===== config.mk =====
export PLATFORM = sky130hd
export DESIGN_NAME = mem_access_unit
export DESIGN_NICKNAME = d
export VERILOG_FILES = /design/src/rtl/mem_access_unit.sv
export SDC_FILE = /design/constraint.sdc
export NUM_CORES = 1
export LEC_CHECK = 0
export ABC_AREA = 0
export CAP_MARGIN = 5
export CORE_ASPECT_RATIO = 1.4
export CORE_UTILIZATION = 41
export DETAILED_ROUTE_END_ITERATION = 7
export PLACE_DENSITY = 0.84
export SLEW_MARGIN = 10
export SYNTH_ARGS = -nofsm -noshare
export SYNTH_HDL_FRONTEND = slang
export SYNTH_SLANG_ARGS = --single-unit

===== constraint.sdc =====
create_clock -name clock -period 1.75 [get_ports clock]
set_input_delay 0.525 -clock clock [delete_from_list [all_inputs] [get_ports clock]]
set_output_delay 0.525 -clock clock [all_outputs]
set_load 0.05 [all_outputs]

===== src/rtl/mem_access_unit.sv =====
// Load/store initiator for a word-organised data memory: byte/half/word
// accesses, read-modify-write for sub-word stores, one response per request.
module mem_access_unit #(
    parameter int DEPTH = 32,
    parameter int AW    = 32
) (
    input  logic          clock,
    input  logic          reset,
    input  logic          req_valid,
    output logic          req_ready,
    input  logic          req_write,
    input  logic [1:0]    req_size,
    input  logic          req_signed,
    input  logic [AW-1:0] req_addr,
    input  logic [31:0]   req_wdata,
    output logic          resp_valid,
    output logic [31:0]   resp_rdata,
    output logic          resp_error,
    output logic          mem_read,
    output logic          mem_write,
    output logic [AW-1:0] mem_address,
    output logic [31:0]   mem_write_data,
    input  logic [31:0]   mem_result
);
    typedef enum logic [2:0] {IDLE, READ, CAPTURE, WRITE, RESP} state_t;

    localparam logic [1:0] SZ_BYTE = 2'b00;
    localparam logic [1:0] SZ_HALF = 2'b01;
    localparam logic [1:0] SZ_WORD = 2'b10;
    localparam logic [1:0] SZ_RSVD = 2'b11;

    state_t        state_reg;
    logic [1:0]    size_reg;
    logic [1:0]    off_reg;
    logic          write_reg;
    logic          signed_reg;
    logic [15:0]   wdata_reg;
    logic          req_ready_reg;
    logic          mem_read_reg;
    logic          mem_write_reg;
    logic [AW-1:0] mem_address_reg;
    logic [31:0]   mem_write_data_reg;
    logic          resp_valid_reg;
    logic [31:0]   resp_rdata_reg;
    logic          resp_error_reg;

    logic [AW-1:0] word_index;
    logic          req_error;
    logic [31:0]   lane_data;
    logic [3:0]    lane_en;
    logic [31:0]   merged_word;
    logic [31:0]   shifted_word;
    logic [31:0]   load_word;

    assign word_index = {2'b00, req_addr[AW-1:2]};

    always_comb begin
        req_error = 1'b0;
        case (req_size)
            SZ_HALF: req_error = req_addr[0];
            SZ_WORD: req_error = (req_addr[1:0] != 2'b00);
            SZ_RSVD: req_error = 1'b1;
            default: req_error = 1'b0;
        endcase
        if (word_index >= AW'(DEPTH)) begin
            req_error = 1'b1;
        end
    end

    // Replicate the store data across lanes, then pick per-lane between it and the old word.
    assign lane_data = (size_reg == SZ_BYTE) ? {4{wdata_reg[7:0]}} : {2{wdata_reg[15:0]}};

    for (genvar gi = 0; gi < 4; gi++) begin : g_lane
        assign lane_en[gi] = (size_reg == SZ_BYTE) ? (off_reg == 2'(gi))
                                                   : (off_reg[1] == ((gi / 2) == 1));
        assign merged_word[8*gi +: 8] = lane_en[gi] ? lane_data[8*gi +: 8]
                                                    : mem_result[8*gi +: 8];
    end

    assign shifted_word = mem_result >> {off_reg, 3'b000};

    always_comb begin
        case (size_reg)
            SZ_BYTE: load_word = {{24{signed_reg & shifted_word[7]}},  shifted_word[7:0]};
            SZ_HALF: load_word = {{16{signed_reg & shifted_word[15]}}, shifted_word[15:0]};
            default: load_word = mem_result;
        endcase
    end

    always_ff @(posedge clock or negedge reset) begin
        if (!reset) begin
            state_reg          <= IDLE;
            size_reg           <= 2'b00;
            off_reg            <= 2'b00;
            write_reg          <= 1'b0;
            signed_reg         <= 1'b0;
            wdata_reg          <= 16'h0;
            req_ready_reg      <= 1'b0;
            mem_read_reg       <= 1'b0;
            mem_write_reg      <= 1'b0;
            mem_address_reg    <= '0;
            mem_write_data_reg <= 32'h0;
            resp_valid_reg     <= 1'b0;
            resp_rdata_reg     <= 32'h0;
            resp_error_reg     <= 1'b0;
        end else begin
            // Strobes and response fields are single-cycle unless a state re-asserts them.
            req_ready_reg  <= 1'b0;
            mem_read_reg   <= 1'b0;
            mem_write_reg  <= 1'b0;
            resp_valid_reg <= 1'b0;
            resp_rdata_reg <= 32'h0;
            resp_error_reg <= 1'b0;
            case (state_reg)
                IDLE: begin
                    if (req_ready_reg && req_valid) begin
                        size_reg   <= req_size;
                        off_reg    <= req_addr[1:0];
                        write_reg  <= req_write;
                        signed_reg <= req_signed;
                        wdata_reg  <= req_wdata[15:0];
                        if (req_error) begin
                            state_reg      <= RESP;
                            resp_valid_reg <= 1'b1;
                            resp_error_reg <= 1'b1;
                        end else if (req_write && req_size == SZ_WORD) begin
                            state_reg          <= WRITE;
                            mem_write_reg      <= 1'b1;
                            mem_address_reg    <= word_index;
                            mem_write_data_reg <= req_wdata;
                        end else begin
                            state_reg       <= READ;
                            mem_read_reg    <= 1'b1;
                            mem_address_reg <= word_index;
                        end
                    end else begin
                        req_ready_reg <= 1'b1;
                    end
                end
                READ: begin
                    state_reg <= CAPTURE;
                end
                CAPTURE: begin
                    if (write_reg) begin
                        state_reg          <= WRITE;
                        mem_write_reg      <= 1'b1;
                        mem_write_data_reg <= merged_word;
                    end else begin
                        state_reg      <= RESP;
                        resp_valid_reg <= 1'b1;
                        resp_rdata_reg <= load_word;
                    end
                end
                WRITE: begin
                    state_reg      <= RESP;
                    resp_valid_reg <= 1'b1;
                end
                RESP: begin
                    state_reg     <= IDLE;
                    req_ready_reg <= 1'b1;
                end
                default: begin
                    state_reg <= IDLE;
                end
            endcase
        end
    end

    assign req_ready      = req_ready_reg;
    assign mem_read       = mem_read_reg;
    assign mem_write      = mem_write_reg;
    assign mem_address    = mem_address_reg;
    assign mem_write_data = mem_write_data_reg;
    assign resp_valid     = resp_valid_reg;
    assign resp_rdata     = resp_rdata_reg;
    assign resp_error     = resp_error_reg;

endmodule

* Word-level counts from Yosys, hierarchy flattened
Cells that the tools add are included.
Word-level totals: bits in registers 124, input bits 103
Operators by class: $lt $le $gt $ge 1, eq/ne operators 15, shifts and indexed selects 1, muxes and demuxes 40, bitwise gates (word level) 4, reductions and logical operators 10
Operators with widths (number):
- $mux W32 | 7
- $pmux W32 S2 | 2
- $mux W8 | 4
- $shr A32 B5 Y16 | 1
- $ge A30 B6 Y1 const B | 1
- $mux W1 | 18
- $pmux W3 S4 | 1
- $mux W3 | 3
- $eq A2 B2 Y1 const B | 4
- $ne A2 B2 Y1 const B | 4
- $eq A2 B1 Y1 const B | 3
- $eq A3 B2 Y1 const B | 2
- $pmux W1 S3 | 2
- $reduce_and A5 Y1 | 1
- $logic_not A2 Y1 | 2
- $pmux W1 S2 | 2
- $reduce_bool A2 Y1 | 2
- $eq A3 B1 Y1 const B | 1
- $eq A3 B3 Y1 const B | 1
- $logic_not A3 Y1 | 1
- $reduce_and A3 Y1 | 1
- $and A1 B1 Y1 | 2
- $logic_and A1 B1 Y1 | 2
- $mux W2 | 1
- other kinds (2) | 3

* Longest topological paths before layout
Gate-level depths: netlist (run 1).
depth after elaboration 6, gate-level depth with buffers 8

* Worst setup path after synthesis (run 1)
Ideal clock, no wire load.
kind reg2reg, start point register req_ready_reg, in the netlist req_ready, end point register mem_write_data_reg[22], in the netlist mem_write_data[22], library setup time 0.125 ns, arrival 1.890 ns, required time 1.625 ns, slack -0.265 ns, cell stages (with the launch flop) 6, buffers on the path 1, period minus slack after synthesis 2.015 ns, cell sequence dfrtp_1 nand2_1 nor4_4 a32oi_4 buf_6 mux2_4
Between the ends: cells in the longest elaborated chain, start to end 3
Ends and longest elaborated chain:
- start, declared | RTL line 38 | logic req_ready_reg;
- start signal, assigned | RTL line 98 | req_ready_reg <= 1'b0;
- start signal, assigned | RTL line 108 | req_ready_reg <= 1'b0;
- start signal, assigned | RTL line 137 | req_ready_reg <= 1'b1;
- $logic_and A1 B1 Y1 | RTL line 116 | if (req_ready_reg && req_valid) begin
- $ne A2 B2 Y1 (no line)
- $reduce_and A5 Y1 (no line)
- end signal, assigned | RTL line 130 | mem_write_data_reg <= req_wdata;
- end signal, assigned | RTL line 147 | mem_write_data_reg <= merged_word;
- end, declared | RTL line 42 | logic [31:0] mem_write_data_reg;
Every way passes these cells. A chain may end at the register's enable or synchronous reset.

* Worst setup path after layout (run 1)
start point register off_reg[0], end point register resp_rdata_reg[21], in the netlist resp_rdata[21]
Between the ends: cells in the longest elaborated chain, start to end 5
Ends and longest elaborated chain:
- start, declared | RTL line 34 | logic [1:0] off_reg;
- start signal, assigned | RTL line 118 | off_reg <= req_addr[1:0];
- $shr A32 B5 Y16 (*) | RTL line 80 | assign shifted_word = mem_result >> {off_reg, 3'b000};
- $and A1 B1 Y1, on equally long branches | RTL line 85, 84
- $pmux W32 S2 (*) | RTL line 83 | case (size_reg)
- $mux W32 (*) | RTL line 144 | if (write_reg) begin
- $mux W32 (*) | RTL line 114 | case (state_reg)
- end signal, assigned | RTL line 151 | resp_rdata_reg <= load_word;
- end, declared | RTL line 44 | logic [31:0] resp_rdata_reg;
Every way passes the cells marked *; elsewhere a longest branch is shown, timed or not.

==> flow_summary.ini, run 1 <==
[outcome]
status = finished with violations
violations = negative setup slack

[placement]
dp_slack_ns = -0.759
gp_congestion = 0.934
portBuffers = 201
place_hpwl_um = 14800
dp.cells = 945

[drt]
routedWlPerCell_um = 22.0
drt_first_pass_iters = 7
drt_iter0_drc = 471
vias = 5475
ant_nets = 0
drcViolationCount = 0
drt-total-wl_um = 21900
via_per_inst = 5.50

[setup_path]
critical_path_class = flip-flop to flip-flop
critPathMaxFanout = 8
crit_buf_inv = 1
required_ns = 2.04
slowest_delay_ns = 0.48
arrival_ns = 2.20
cp_cell_sequence = mux2_4, mux4_2, a21oi_2, or2_4, clkbuf_16, a21oi_2
slowest_stage = mux4_2
startpoint_type = flip-flop
cpMostUsedCell = a21oi_2
end_kind = flip-flop
crit_family = multiplexers

[layout]
multiInputGateArea_um2 = 2910
diodes = 0
fillers = 740
seq_area_um2 = 3110
instances_no_fill = 995
nets = 900
area_growth_pct = 82.5
drive_gt1_frac = 0.457

[timing]
drv_slew = 0
finalClockSkew_ns = 0.0131
post-route-period-util = 1.09
setup_viol = 47
period_needed_ns = 1.91
tightest_slew_ns = 0.556
rsz0062_at_grt = yes
relSlewSlack = 0.628
max_freq_ghz = 0.523
timing.final.ws_setup_ns = -0.163
hold_violations = 0

[die]
core_um2 = 14000
die_area_um2 = 14900
die_x_um = 104
num_rows = 51
die-height_um = 144
start_util = 0.423
io-pin-count = 204

[synthesis]
synthMuxAreaShare = 0.200
synth_top_family_by_area = multiplexers
yosysSeqAreaShare = 0.525
synth_edf_count = 0
synth_fa_ha_area_frac = 0
synth_warnings = 0
synth-seq-cells = 124
synthCells = 521
syn_area_um2 = 5910
synth_area_per_cell_um2 = 11.4
ys.flop_type = dfrtp_1
synthDistinctLibCells = 50
synth_compound_area_frac = 0.111
synth-xor-area-share = 0
async_reset_ff_frac = 1.00
synth_simple_gate_area_share = 0.120

[global_route]
track_usage = 0.292
met1_usage = 0.311
antenna_found_initial = 0
met2_usage = 0.519
grt_pass1_wl_um = 32600
grt_max_degree = 81
busiest_layer = met2
met3_usage = 0.0527
grt_pass1_vias = 5794
overflow = 0

[clocking]
cts.sinks = 124
h-tree-depth = 4
clk_pin_slew_worst_paths_ns = 0.06
root_buffer = clkbuf_16
cts_tree = done
clockBufferDepth = 2
clock_latency_ns = 0.42
cts_made_buffers = 17

[job]
cap_violations = 0

[power]
power_density_nw_per_um2 = 861
ir_worst_vdd_v = 0.000788
power.leakage_nw = 5.08

[worst_hold_path]
worstHoldPathType = input pin to asynchronous set/reset pin
-- final timing paths --
kind	slack (ns)	to	cells past startpoint	start
max in group asynchronous	0.66	size_reg[1]	3	reset
min	0.46	mem_write	2	reset
max	-0.16	resp_rdata[21]	6	off_reg[0]
min in group clock	0.52	wdata_reg[11]	1	wdata_reg[11]
min reg2reg	0.52	wdata_reg[11]	1	wdata_reg[11]
max reg2reg	-0.16	resp_rdata[21]	6	off_reg[0]
-- cells in the final DEF, fill, tap and decap left out, drive strengths merged, types with 7 or more instances in the layout --
cell	Yosys	routed
nor2	23	23
dfrtp	124	124
o21ai	29	29
dlygate4sd2	0	13
o211ai	8	8
mux2	77	77
clkbuf	11	20
clkdlybuf4s50	0	66
nand2	65	65
a21oi	30	30
mux2i	26	26
clkdlybuf4s15	0	7
a31oi	8	8
a22oi	8	8
inv	20	25
buf	21	198
and2	25	25
-- cell families (layout without fill, tap and decap cells) --
family,count (synthesis),in the layout
flops,124,124
buf+inv,52,340
compound gates,96,96
mux,104,104
simple gates,144,144
other cells,1,2
-- metal layers --
| metal | share of wire | vias up |
|---|---|---|
| met5 | 0 | - |
| met2 | 0.53 | 312 |
| met3 | 0.054 | 104 |
| li1 | - | 2359 |
| met4 | 0.070 | 0 |
| met1 | 0.34 | 2700 |
-- area by class of cell --
cell class | count | share of cell area
timing repair buffer | 288 | 0.355
clock inverter | 15 | 0.0195
sequential | 124 | 0.288
multi-input combinational | 346 | 0.269
tap | 185 | 0.0214
inverter | 20 | 0.00696
clock buffer | 17 | 0.0394
-- worst reg2reg max path: stages (launching register included) --
cell and delay [ns]:
dfrtp_2 0.47, mux2_4 0.33, mux4_2 0.48, a21oi_2 0.15
or2_4 0.17, clkbuf_16 0.16, a21oi_2 0.04
-- power breakdown --
part	total (W)	internal (W)	switching, W
Sequential	0.00318	0.00300	0.000181
Clock	0.00378	0.00241	0.00137
Combinational	0.00233	0.00119	0.00115
Total	0.00929	0.00659	0.00270
-- through the flow --
| stage | setup TNS, ns | instance area [um2] | total power (W) | util | hold slack [ns] |
|---|---|---|---|---|---|
| after floorplan | -8.60 | 5980 | 0.00417 | - | 0.229 |
| after global placement | -62.82 | 9670 | 0.00510 | 0.692 | 0.335 |
| after detailed placement | -68.91 | 9670 | 0.00516 | 0.692 | 0.332 |
| after CTS | -5.13 | 10600 | 0.00907 | 0.760 | 0.446 |
| after global routing | -8.07 | 10800 | 0.00958 | 0.772 | 0.452 |
| final | -5.64 | 10800 | 0.00929 | 0.772 | 0.455 |
-- cells in the mapped netlist (4+ instances only) --
library cell	instances	share of area
mux2_1	27	0.051
inv_1	19	0.012
and2_1	25	0.026
a21oi_2	10	0.015
a21oi_1	19	0.016
nor3_1	4	0.0034
clkbuf_1	11	0.0070
buf_6	4	0.0076
buf_4	4	0.0051
mux2_4	9	0.023
buf_2	11	0.0093
mux2i_1	26	0.044
a31oi_1	8	0.0085
o211ai_1	8	0.010
nor4_1	5	0.0053
a22oi_1	8	0.010
o21ai_0	26	0.022
dfrtp_1	124	0.52
nand2_1	65	0.041
mux2_2	41	0.078
nor2_1	21	0.013
a32oi_1	4	0.0059
nor2b_1	6	0.0063
-- timing repair --
action,CTS,global route
pin swaps,19,11
setup endpoints to repair,97,109
setup buffers,9,9
hold endpoints to repair,1,0
resized for setup,129,54
gates cloned,4,2
hold buffers,1,0
No activity file was read; power rests on OpenSTA's default activity.
==> run 2: changes to the inputs <==
--- a/config.mk
+++ b/config.mk
@@ -6,11 +6,12 @@
 export NUM_CORES = 1
 export LEC_CHECK = 0
 export ABC_AREA = 0
+export ABC_CLOCK_PERIOD_IN_PS = 2200
 export CAP_MARGIN = 5
-export CORE_ASPECT_RATIO = 1.4
-export CORE_UTILIZATION = 41
+export CORE_ASPECT_RATIO = 0.7
+export CORE_UTILIZATION = 45
 export DETAILED_ROUTE_END_ITERATION = 7
-export PLACE_DENSITY = 0.84
+export PLACE_DENSITY = 0.88
 export SLEW_MARGIN = 10
 export SYNTH_ARGS = -nofsm -noshare
 export SYNTH_HDL_FRONTEND = slang
==> constraint.sdc (replaced) <==
create_clock -name clock -period 2.2 [get_ports clock]
set_input_delay 0.66 -clock clock [delete_from_list [all_inputs] [get_ports clock]]
set_output_delay 0.66 -clock clock [all_outputs]
set_load 0.05 [all_outputs]
==> run 2 against run 1 <==
Effect of this change:
- the run ends with design-rule violations, negative setup slack left
- design area fell by 16%
- sequential share of layout area rose by 5.3 points
- global-route usage is 0.81 points lower
- highest routed layer unchanged
==> flow_summary.ini, run 2 (synthesis results as in run 1) <==
[setup_path]
r2r-start = size_reg[0]
startpoint_type = input pin
endpoint = mem_write_data[8]
rrSetupSlack_ns = 0.14
critPathMaxFanout = 8
required_ns = 2.50
r2r-end = mem_write_data[7]
arrival_ns = 2.57
end_kind = flip-flop
critical_path_class = input pin to flip-flop
cp-startpoint = req_addr[15]
r2r_cells = 6

[clocking]
cts_made_buffers = 17
h-tree-depth = 4
cts.sinks = 124
root_buffer = clkbuf_16
clk_pin_slew_worst_paths_ns = 0.06
clock_latency_ns = 0.42
postCtsHoldBufs = 0
clockBufferDepth = 2
cts_tree = done

[drt]
drt-total-wl_um = 19800
vias = 5243
ant_nets = 0
drt_first_pass_iters = 8
drt_iter0_drc = 546
via_per_inst = 5.63
drcViolationCount = 11
routedWlPerCell_um = 21.3

[global_route]
grt_pass1_wl_um = 29000
grt_max_degree = 48
track_usage = 0.284
antenna_found_initial = 0
overflow = 0
grt_pass1_vias = 5215

[power]
power.leakage_nw = 4.90
ir_worst_vdd_v = 0.000664
p_total_w = 0.00707
power_density_nw_per_um2 = 777

[layout]
drive_gt1_frac = 0.270
layout_common_cells = dfrtp_1 (124), clkdlybuf4s50_1 (76), buf_4 (71), dlygate4sd2_1 (65), nand2_1 (63)
nets = 860
diodes = 0
area_growth_pct = 53.8
mostFrequentLayoutCell = dfrtp_1

[die]
die_area_um2 = 13600
num_rows = 34
core_um2 = 12600
io-pin-count = 204
die_x_um = 139
start_util = 0.468
die-height_um = 97.9

[placement]
place_hpwl_um = 13500
gp_congestion = 0.917
portBuffers = 201

[timing]
timing.final.ws_setup_ns = -0.0687
hold_violations = 0
drv_slew = 0
tightest_slew_ns = 0.550
setup_viol = 31
max_freq_ghz = 0.441
period_needed_ns = 2.27
relSlewSlack = 0.635
post-route-period-util = 1.03
timing.setup.tns_ns = -1.29
finalClockSkew_ns = 0.0105

[worst_hold_path]
worstHoldPathType = input pin to asynchronous set/reset pin

[outcome]
status = finished with violations
violations = design-rule violations, negative setup slack

[job]
cap_violations = 0
-- run 2: cell count changes in the layout (fill, tap and decap cells not counted), moves of 10 or more --
cell | before | now
mux2_1 | 3 | 17
buf_12 | 109 | 5
dlygate4sd2_1 | 13 | 65
dlymetal6s2s_1 | 0 | 25
mux2_4 | 38 | 18
clkdlybuf4s50_1 | 66 | 76
o21ai_0 | 16 | 26
buf_6 | 14 | 1
-- run 2: routing by layer --
metal  routed length, um  GRT usage  part of all wire  up-vias
li1                    -          -                 -     2294
met1                8500      0.384              0.43     2614
met2                9020      0.439              0.45      278
met3                1770     0.0863             0.089       57
met4                 538     0.0906             0.027        0
met5                   0          0                 0        -
-- run 2: report_power, final --
part           internal, W  switching (W)
sequential         0.00238       0.000114
combinational     0.000667       0.000765
clock              0.00205        0.00109
total              0.00510        0.00197
-- run 2: through the flow --
step / util / cells / area, um2 / hold slack [ns] / setup slack, ns
2_1_floorplan: - / 522 / 5920 / 0.364 / 0.0850
3_3_place_gp: 0.649 / 891 / 8200 / 0.469 / -0.461
3_5_place_dp: 0.649 / 891 / 8200 / 0.470 / -0.501
4_1_cts: 0.696 / 925 / 8800 / 0.201 / -0.0160
5_1_grt: 0.720 / 932 / 9090 / 0.215 / -0.0729
6_report: 0.720 / 932 / 9090 / 0.189 / -0.0687
-- run 2: worst min path at each step --
stage	startpoint	endpoint	depth (start not counted)
2_1_floorplan	reset	mem_address[0]	0
3_3_place_gp	mem_address[12]	mem_address[12]	1
5_1_grt	reset	mem_write_data[5]	1
3_5_place_dp	mem_address[14]	mem_address[14]	1
4_1_cts	reset	mem_write_data[3]	1
6_report	reset	mem_write_data[5]	1
-- run 2: layout make-up --
| type | count | area (um2) |
|---|---|---|
| clock inverters | 13 | 213 |
| fillers | 871 | 3540 |
| multi-input cells | 346 | 2660 |
| clock buffers | 19 | 443 |
| well taps | 162 | 203 |
| inverters | 20 | 75.1 |
| flip-flops and latches | 124 | 3100 |
| repair buffers | 248 | 2400 |
-- run 2: critical path, cell delays in order --
cell	delay, ns
clkdlybuf4s50_1	0.45
nor4_2	0.21
nand3_1	0.21
nor3_4	0.22
a32oi_4	0.15
buf_12	0.18
clkbuf_16	0.16
mux2_1	0.31
-- run 2: what timing repair did --
| item | CTS | global route |
|---|---|---|
| resized for setup | 67 | 49 |
| pin swaps | 1 | 13 |
| buffers inserted | 2 | 2 |
| endpoints found under the setup margin | 138 | 83 |
| cloned | 0 | 5 |
==> run 3: changes to the inputs <==
--- a/config.mk
+++ b/config.mk
@@ -10,6 +10,7 @@
 export CAP_MARGIN = 5
 export CORE_ASPECT_RATIO = 0.7
 export CORE_UTILIZATION = 45
+export CTS_BUF_LIST = sky130_fd_sc_hd__clkbuf_8 sky130_fd_sc_hd__clkbuf_16
 export DETAILED_ROUTE_END_ITERATION = 7
 export PLACE_DENSITY = 0.88
 export SLEW_MARGIN = 10
==> run 3 against run 2 <==
Effect of this change:
- the flow still finishes with violations (design-rule violations, negative setup slack)
- global-route usage stayed put
- first-iteration DRC count is 0.18% lower
- core utilization stayed put
- sequential share of layout area stayed put
- critical path depth stayed put
- largest cell class unchanged
- flip-flop and latch count stayed put
- worst hold slack worse by 0.0022 ns
- die area stayed put
- final cell count stayed put
- count of clock-buffer cells in the layout is 1 lower
==> flow_summary.ini, run 3 (synthesis results as in run 1) <==
[outcome]
status = finished with violations
violations = design-rule violations, negative setup slack

[timing]
max_freq_ghz = 0.446
period_needed_ns = 2.24
post-route-period-util = 1.02
setup_viol = 25
tightest_slew_ns = 0.549
finalClockSkew_ns = 0.0102
relSlewSlack = 0.636
timing.final.ws_setup_ns = -0.0408
hold_violations = 0
drv_slew = 0

[power]
ir_worst_vdd_v = 0.000667
power.leakage_nw = 4.90
power_density_nw_per_um2 = 777

[global_route]
grt_pass1_vias = 5215
overflow = 0
grt_pass1_wl_um = 29000
grt_max_degree = 48
track_usage = 0.284
antenna_found_initial = 0

[setup_path]
critPathMaxFanout = 8
startpoint_type = input pin
end_kind = flip-flop
arrival_ns = 2.54
critical_path_class = input pin to flip-flop
worst-path-stages = 8
required_ns = 2.50
r2r-start = size_reg[0]
crit_family = buffers and inverters
r2r-end = mem_write_data[7]
slowest_stage = clkdlybuf4s50_1
r2r_cells = 6
slowest_delay_ns = 0.45
rrSetupSlack_ns = 0.15
cp-startpoint = req_addr[15]
endpoint = mem_write_data[8]
cp_cell_sequence = clkdlybuf4s50_1, nor4_2, nand3_1, nor3_4, a32oi_4, buf_12, clkbuf_16, mux2_1
crit_buf_inv = 3

[die]
die_area_um2 = 13600
io-pin-count = 204
start_util = 0.468
die_x_um = 139
core_um2 = 12600
num_rows = 34
die-height_um = 97.9

[drt]
vias = 5218
drcViolationCount = 10
drt-total-wl_um = 19800
via_per_inst = 5.60
drt_iter0_drc = 545
drt_first_pass_iters = 8
ant_nets = 0
routedWlPerCell_um = 21.3

[clocking]
clockBufferDepth = 2
cts_made_buffers = 17
cts_tree = done
root_buffer = clkbuf_16
clk_pin_slew_worst_paths_ns = 0.06
h-tree-depth = 4
clock_latency_ns = 0.43
postCtsHoldBufs = 0
cts.sinks = 124

[layout]
drive_gt1_frac = 0.270
layout_common_cells = dfrtp_1 (124), clkdlybuf4s50_1 (76), buf_4 (71), dlygate4sd2_1 (65), nand2_1 (63)
nets = 860
area_growth_pct = 53.8
diodes = 0
fin_area_um2 = 9090
mostFrequentLayoutCell = dfrtp_1
instances_no_fill = 932

[placement]
portBuffers = 201
dp_slack_ns = -0.501
place_hpwl_um = 13500
dp.cells = 891
gp_congestion = 0.917
place_area_um2 = 8200

[job]
cap_violations = 0

[worst_hold_path]
worstHoldPathType = input pin to asynchronous set/reset pin
run 3: through the flow:
| stage | hold WS (ns) | power (W) | setup TNS (ns) | utilization |
|---|---|---|---|---|
| 2_1_floorplan | 0.364 | 0.00331 | 0 | - |
| 3_3_place_gp | 0.469 | 0.00385 | -34.03 | 0.649 |
| 3_5_place_dp | 0.470 | 0.00389 | -44.01 | 0.649 |
| 4_1_cts | 0.201 | 0.00701 | -0.0416 | 0.696 |
| 5_1_grt | 0.215 | 0.00728 | -1.86 | 0.720 |
| 6_report | 0.187 | 0.00706 | -0.482 | 0.720 |
run 3: timing repair:
action,4_1_cts,5_1_grt
buffers inserted,2,2
gates cloned,0,5
pin swaps,1,13
resized for setup,67,49
setup endpoints to repair,138,83
run 3: cell type report:
cell class	count	area (um2)
flip-flops and latches	124	3100
repair buffers	248	2400
fillers	871	3540
inverters	20	75.1
well taps	162	203
clock inverters	14	216
multi-input cells	346	2660
clock buffers	18	439
run 3: worst min path at each step:
stage,cells after the start,endpoint,slack [ns],from
global route,1,mem_write_data[5],0.22,reset
floorplan,0,mem_address[0],0.36,reset
CTS,1,mem_write_data[3],0.20,reset
global placement,1,mem_address[12],0.47,mem_address[12]
detailed placement,1,mem_address[14],0.47,mem_address[14]
finish,1,mem_write_data[5],0.19,reset
run 3: worst register-to-register path: cells and delay by family (launching register included):
family          cells  cell delay, ns
compound gates      2            0.56
buf+inv             2            0.38
flops               1            0.42
mux                 2            0.57
run 3: power breakdown:
part,switching [W],total (W),internal [W]
Combinational,0.000764,0.00143,0.000667
Sequential,0.000114,0.00250,0.00238
Clock,0.00109,0.00314,0.00205
run 3: layer usage:
metal  track usage  vias up  share of wire
met4        0.0906        0          0.025
met2         0.439      272           0.46
met3        0.0863       52          0.091
met1         0.384     2599           0.43
li1              -     2295              -
met5             0        -              0
